<file path="src/rtl/uart_cmd_master.sv">
// uart_cmd_master: encodes one host command into a UART byte frame, then
// waits for the single response byte or times out.
module uart_cmd_master #(
    parameter int Data_width     = 8,
    parameter int Address_width  = 4,
    parameter int TIMEOUT_CYCLES = 65536
) (
    input  logic                     CLK,
    input  logic                     RST,
    input  logic                     cmd_valid,
    output logic                     cmd_ready,
    input  logic [1:0]               cmd_type,
    input  logic [Address_width-1:0] cmd_addr,
    input  logic [Data_width-1:0]    cmd_data,
    input  logic [Data_width-1:0]    cmd_op_a,
    input  logic [Data_width-1:0]    cmd_op_b,
    input  logic [3:0]               cmd_fun,
    output logic [Data_width-1:0]    tx_byte,
    output logic                     tx_valid,
    input  logic                     tx_ready,
    input  logic [Data_width-1:0]    rx_byte,
    input  logic                     rx_valid,
    output logic [Data_width-1:0]    rsp_data,
    output logic                     done,
    output logic                     rsp_valid,
    output logic                     rsp_timeout,
    output logic                     busy
);
    localparam int CW = $clog2(TIMEOUT_CYCLES);

    typedef enum logic [1:0] {IDLE, SEND, WAIT, DONE} state_t;

    state_t                state;
    logic [Data_width-1:0] f1, f2, f3;
    logic [Data_width-1:0] nf0, nf1, nf2, nf3, next_byte;
    logic [1:0]            idx, last, nlast, idx_inc;
    logic                  has_rsp;
    logic [CW-1:0]         cnt;

    assign cmd_ready = state == IDLE;
    assign busy      = state != IDLE;
    assign tx_valid  = state == SEND;
    assign done      = state == DONE;
    assign idx_inc   = idx + 2'd1;

    // Frame bytes 1..3 depend on the command type; the header is byte 0.
    always_comb begin
        nf0   = cmd_type == 2'd0 ? Data_width'(8'hAA) :
                cmd_type == 2'd1 ? Data_width'(8'hBB) :
                cmd_type == 2'd2 ? Data_width'(8'hCC) : Data_width'(8'hDD);
        nf1   = cmd_type == 2'd2 ? cmd_op_a :
                cmd_type == 2'd3 ? Data_width'(cmd_fun) : Data_width'(cmd_addr);
        nf2   = cmd_type == 2'd2 ? cmd_op_b : cmd_data;
        nf3   = Data_width'(cmd_fun);
        nlast = cmd_type == 2'd0 ? 2'd2 : cmd_type == 2'd2 ? 2'd3 : 2'd1;
        next_byte = idx_inc == 2'd1 ? f1 : idx_inc == 2'd2 ? f2 : f3;
    end

    always_ff @(posedge CLK or posedge RST) begin
        if (RST) begin
            state       <= IDLE;
            idx         <= '0;
            last        <= '0;
            has_rsp     <= 1'b0;
            cnt         <= '0;
            f1          <= '0;
            f2          <= '0;
            f3          <= '0;
            tx_byte     <= '0;
            rsp_data    <= '0;
            rsp_valid   <= 1'b0;
            rsp_timeout <= 1'b0;
        end else begin
            rsp_valid   <= 1'b0;
            rsp_timeout <= 1'b0;
            case (state)
                IDLE: if (cmd_valid) begin
                    f1      <= nf1;
                    f2      <= nf2;
                    f3      <= nf3;
                    tx_byte <= nf0;
                    last    <= nlast;
                    has_rsp <= cmd_type != 2'd0;
                    idx     <= '0;
                    state   <= SEND;
                end
                SEND: if (tx_ready) begin
                    if (idx == last) begin
                        cnt   <= '0;
                        state <= has_rsp ? WAIT : DONE;
                    end else begin
                        idx     <= idx_inc;
                        tx_byte <= next_byte;
                    end
                end
                // A response arriving on the terminal count beats the timeout.
                WAIT: if (rx_valid) begin
                    rsp_data  <= rx_byte;
                    rsp_valid <= 1'b1;
                    state     <= DONE;
                end else if (cnt == CW'(TIMEOUT_CYCLES - 1)) begin
                    rsp_timeout <= 1'b1;
                    state       <= DONE;
                end else begin
                    cnt <= cnt + 1'b1;
                end
                DONE: state <= IDLE;
                default: state <= IDLE;
            endcase
        end
    end
endmodule

</file>
<file path="config.mk">
export PLATFORM = sky130hd
export DESIGN_NAME = uart_cmd_master
export DESIGN_NICKNAME = d
export VERILOG_FILES = /design/src/rtl/uart_cmd_master.sv
export SDC_FILE = /design/constraint.sdc
export NUM_CORES = 1
export LEC_CHECK = 0
export ABC_AREA = 1
export CORE_ASPECT_RATIO = 1.4
export CORE_MARGIN = 2
export CORE_UTILIZATION = 25
export DETAILED_ROUTE_END_ITERATION = 16
export GPL_TIMING_DRIVEN = 0
export SLEW_MARGIN = 20
export SYNTH_ARGS = -nofsm -noshare
export SYNTH_HDL_FRONTEND = slang
export SYNTH_SLANG_ARGS = --single-unit
</file>
<file path="constraint.sdc">
create_clock -name CLK -period 4.65 [get_ports CLK]
set_input_delay 0.93 -clock CLK [delete_from_list [all_inputs] [get_ports CLK]]
set_output_delay 0.93 -clock CLK [all_outputs]
set_load 0.005 [all_outputs]
</file>
* Word level (Yosys, flattened, before mapping)
Index checks and enable logic that the tools add are counted.
** Word-level totals
- Flip-flop bits (word level) :: 61
- Bits of input ports :: 47
- Output and inout port bits :: 22
- Word-level logic and storage cells :: 77
** Operators by class
- $add $sub $neg :: 2
- Equality and inequality tests :: 17
- Muxes and demuxes :: 35
- Reduce and logical (&&, ||, !) cells :: 11
** Operators by type and width (count)
- 16-bit two-way mux :: 4
- 8-bit two-way mux :: 7
- 16-bit one-hot mux with 2 select lines :: 1
- 2-bit two-way mux :: 10
- 16-bit by 1-bit adder with 16-bit output (second input constant) :: 1
- 16-bit equality test (second input constant) :: 1
- 8-bit one-hot mux with 2 select lines :: 1
- 7-bit two-way mux :: 2
- 2-bit equality test (second input constant) :: 5
- 2-bit != test (second input constant) :: 4
- 2-bit one-hot mux with 4 select lines :: 1
- 4-bit AND reduction :: 2
- 2-bit nonzero test :: 4
- 2-bit by 1-bit equality test with 1-bit output (second input constant) :: 3
- 1-bit two-way mux :: 6
- 5-bit two-way mux :: 1
- 5-bit AND reduction :: 1
- 2-bit logical NOT :: 2
- 4-bit two-way mux :: 1
- 2-bit by 1-bit != test with 1-bit output (second input constant) :: 2
- 2-bit one-hot mux with 2 select lines :: 1
- 2-bit AND reduction :: 2
- 3-bit != test (second input constant) :: 1
- 2-bit by 1-bit adder with 2-bit output (second input constant) :: 1
- 2-bit equality test :: 1

* Depth between registers and ports, before layout
Gate-level depths: netlist (run 1).
- Depth after elaboration :: 7
- Depth in mapped cells :: 12
- Depth with buffers taken out :: 11

* Worst setup path before layout (run 1)
OpenSTA, ideal clock, no wires.
- Path type :: in2reg
- Start point :: in tx_ready
- End point :: reg cnt[10]
- Library setup time :: 66 ps
- Arrival :: 1752 ps
- Required time :: 4584 ps
- Setup slack :: 2833 ps
- Stages :: 9
- Buffers on the path :: 1
- Cells stage by stage :: or2_1 > o21ai_0 > inv_2 > nand2_1 > inv_2 > nand2_4 > buf_6 > nand2_1 > nand2_1
** Between the ends
- Cells in the longest elaborated chain, start to end :: 2
** Ends and longest elaborated chain
- start, declared :: RTL line 20 : input logic tx_ready,
- 2-bit by 1-bit != test with 1-bit output (no source line)
- 5-bit AND reduction (no source line)
- end signal, assigned :: RTL line 105 : cnt <= cnt + 1'b1;
- end, declared :: RTL line 38 : logic [CW-1:0] cnt;
No other way between the ends.
A chain may end at the register's enable or synchronous reset.

* Final worst setup path (run 1)
- Start point :: reg state[0]
- End point :: out busy
** Between the ends
- Cells in the longest elaborated chain, start to end :: 1
** Ends and longest elaborated chain
- start, declared :: RTL line 33 : state_t state;
- start signal, assigned :: RTL line 90 : state <= has_rsp ? WAIT : DONE;
- 2-bit nonzero test :: RTL line 41 : assign busy = state != IDLE;
- end, declared :: RTL line 27 : output logic busy
No other way between the ends.

==> impl_metrics.py, run 1 <==
metrics = {
    "drt": {
        "routed_wl_um": 7930,
        "wire_per_inst_um": 12.3,
        "drtPass1Iterations": 4,
        "dr.first_iter.drc_count": 91,
        "vias_per_cell": 4.43,
        "via_count": 2863,
        "drc": 0,
        "ant_nets": 0,
    },
    "critical_path": {
        "crit_type": "flop to primary output",
        "cp.required_ns": 3.72,
        "reg2reg_depth": 7,
        "crit_arrival_ns": 1.81,
        "cp_max_fo": 5,
        "rrSetupSlack_ns": 2.63,
        "worstReg2RegStart": "state[0]$_DFFE_PP0P_",
        "critPathLaunchType": "flop",
        "timing.rr.end": "f1[7]$_DFFE_PP0P_",
        "cp-end-kind": "primary output",
    },
    "logic_synthesis": {
        "synth_ff_type": "dfrtp_1",
        "ys_types": 34,
        "ys_ff_latch": 60,
        "synth_area_per_cell_um2": 7.67,
        "yosys-top-cells-area": "dfrtp_1, nand2_1, o21ai_0",
        "synthesis.nets": 466,
        "netlist_area_mm2": 0.00315,
        "synth_edf_count": 0,
        "syn_inst": 411,
        "synth.top_cell.area_share_pct": 47.6,
        "yosysWarningCount": 0,
        "seq_area_frac_synth_pct": 47.6,
        "ys_async_sr_fraction_pct": 100,
        "yosysTopAreaCell": "dfrtp_1",
    },
    "sta": {
        "maxSlewViolCount": 0,
        "fin_setup_tns_ns": 0,
        "period_share_pct": 58.9,
        "tightest_slew_ns": 0.473,
        "slew_headroom_pct": 68.5,
        "finalClockSkew_ns": 0.00718,
        "grt_setup_unrepaired": "false",
        "hold_viol_final": 0,
        "max_freq_mhz": 365,
        "final-setup-viol-count": 0,
        "min_period_ns": 2.74,
    },
    "layout": {
        "diodes": 0,
        "final_common_cell": "nand2_1",
        "final_cells": 646,
        "drive_gt1_share_pct": 6.65,
        "final_cell_mix": "nand2_1, clkdlybuf4s50_1, dfrtp_1",
        "fin_util_pct": 35.2,
        "syn2layout_area_growth_pct": 37.6,
        "fin_nets": 546,
        "design_area_mm2": 0.00434,
    },
    "placed_design": {
        "dpl-instance-area_mm2": 0.00404,
        "place_congestion": 0.836,
        "dp.cells": 630,
        "hpwlAfterDp_um": 6230,
        "io_buffer_count": 68,
    },
    "pwr": {
        "p_leak_nw": 2.02,
        "seq_power_share_pct": 33.4,
        "clockPowerShare_pct": 26.6,
        "max-vdd-ir-drop_v": 0.000255,
        "pwr-share-comb_pct": 40.0,
        "switching_share_pct": 36.5,
        "total_power_mw": 2.46,
        "p_int_mw": 1.56,
        "power_switching_mw": 0.897,
        "p_per_area_mw_per_mm2": 566,
    },
    "clocking": {
        "numClockSinks": 60,
        "worstSkewPairLatency_ns": 0.33,
        "ctsRootBufferMaster": "clkbuf_16",
        "htreeDepth": 3,
        "ctsResizeCount": 0,
        "hold_buffers": 0,
        "cts_buffers": 9,
        "cts_tree": "done",
        "postCtsSetupBuffers": 0,
        "clockBufferDepth": 2,
        "cts.clk_slew.worst_paths_ns": 0.05,
    },
    "die": {
        "core_mm2": 0.0123,
        "start_util_pct": 25.6,
        "die-height_um": 137,
        "ioPinCount": 69,
        "rows": 48,
        "fp.dieW_um": 98.9,
        "dieArea_mm2": 0.0135,
    },
    "grt": {
        "overflow": 0,
        "grt_pass1_wl_um": 13200,
        "grt_max_degree": 44,
        "antenna_found_initial": 0,
        "grt_pass1_vias": 2886,
        "track_usage_pct": 12.2,
    },
    "hold_path": {
        "whs_path_depth": 2,
        "hold_end": "rsp_data[4]$_DFFE_PP0P_",
        "hp-start": "rsp_data[4]$_DFFE_PP0P_",
        "hp-class": "flop to flop",
    },
    "job": {
        "maxCapViolations": 0,
    },
    "status": {
        "status": "finished clean",
    },
}
synth_stat cells, drive strengths merged (4+ instances only):
cell type  instances
a21oi             10
clkbuf             5
dfrtp             60
ha                 8
inv               37
nand2            157
nand3             22
nor2              37
o21ai             35
o21bai             4
xnor2              5
state kept, by name, summed over array words and instances (netlist names):
register     flops
cnt             16
f1               8
f2               8
rsp_data         8
tx_byte          8
f3               4
idx              2
last             2
state            2
rsp_timeout      1
rsp_valid        1
metal layers:
metal	track usage [%]	up-vias	share of wire [%]
met5	0	-	0
met4	4.87	0	1.7
met3	3.22	11	4.9
met2	22.3	66	52
met1	13.5	1312	41
li1	-	1474	-
final cells by class:
type                            instances  area, um2
Clock buffer                           12        246
Timing Repair Buffer                   69        701
Inverter                               39        149
Fill cell                            1275       7970
Clock inverter                          4       48.8
Tap cell                              150        188
Buffer                                  8       40.0
Sequential cell                        60       1500
Multi-Input combinational cell        304       1460
logic make-up after synthesis:
kind of cell / synth area share [%]
simple gates: 29.5
compound gates: 11.5
flops: 47.6
buf+inv: 5.92
xor+xnor: 2.22
fa+ha+maj: 3.18
metrics by stage:
| step | hold WS, ns | setup WS [ns] |
|---|---|---|
| 6_report | 0.476 | 1.91 |
| 5_1_grt | 0.498 | 1.83 |
| 4_1_cts | 0.483 | 1.91 |
| 3_5_place_dp | 0.469 | 1.99 |
| 3_3_place_gp | 0.464 | 1.13 |
| 2_1_floorplan | 0.449 | 2.24 |
critical path, cell delays in order, from the launching register on:
cell and delay, ns:
dfrtp_1 0.44, inv_1 0.12, ha_1 0.27, inv_1 0.13, clkdlybuf4s50_1 0.52
power groups by stage:
stage	logic, mW	registers, mW	clock network, mW
after floorplan	0.604	0.802	0
after global placement	0.979	0.824	0
after detailed placement	0.994	0.828	0
after CTS	0.999	0.823	0.668
after global routing	1.13	0.846	0.689
final	0.983	0.820	0.654
how the worst max path moves through the flow:
stage	slack [ns]	end	start	cells after the start
2_1_floorplan	2.24	cnt[0]$_DFFE_PP0P_	RST	1
3_3_place_gp	1.13	tx_byte[3]$_DFFE_PP0P_	RST	2
5_1_grt	1.83	busy	state[0]$_DFFE_PP0P_	4
3_5_place_dp	1.99	f1[2]$_DFFE_PP0P_	cmd_type[1]	6
6_report	1.91	busy	state[0]$_DFFE_PP0P_	4
4_1_cts	1.91	busy	state[0]$_DFFE_PP0P_	4
No activity file was read; power rests on OpenSTA's default activity.
==> run 2: changes to the inputs <==
clock period = 2.55 ns   (was 4.65 ns; I/O delays follow)
==> results of run 2 <==
The final DEF is identical to that of run 1. Status: finished clean.
Main changes from that run: setup slack after placement 1.99 ns -> 0.311 ns; setup slack after layout 1.91 ns -> 0.229 ns; register-to-register setup slack 2.63 ns -> 0.53 ns; total power 2.46 mW -> 4.48 mW; worst IR drop on VDD 0.000255 V -> 0.000466 V
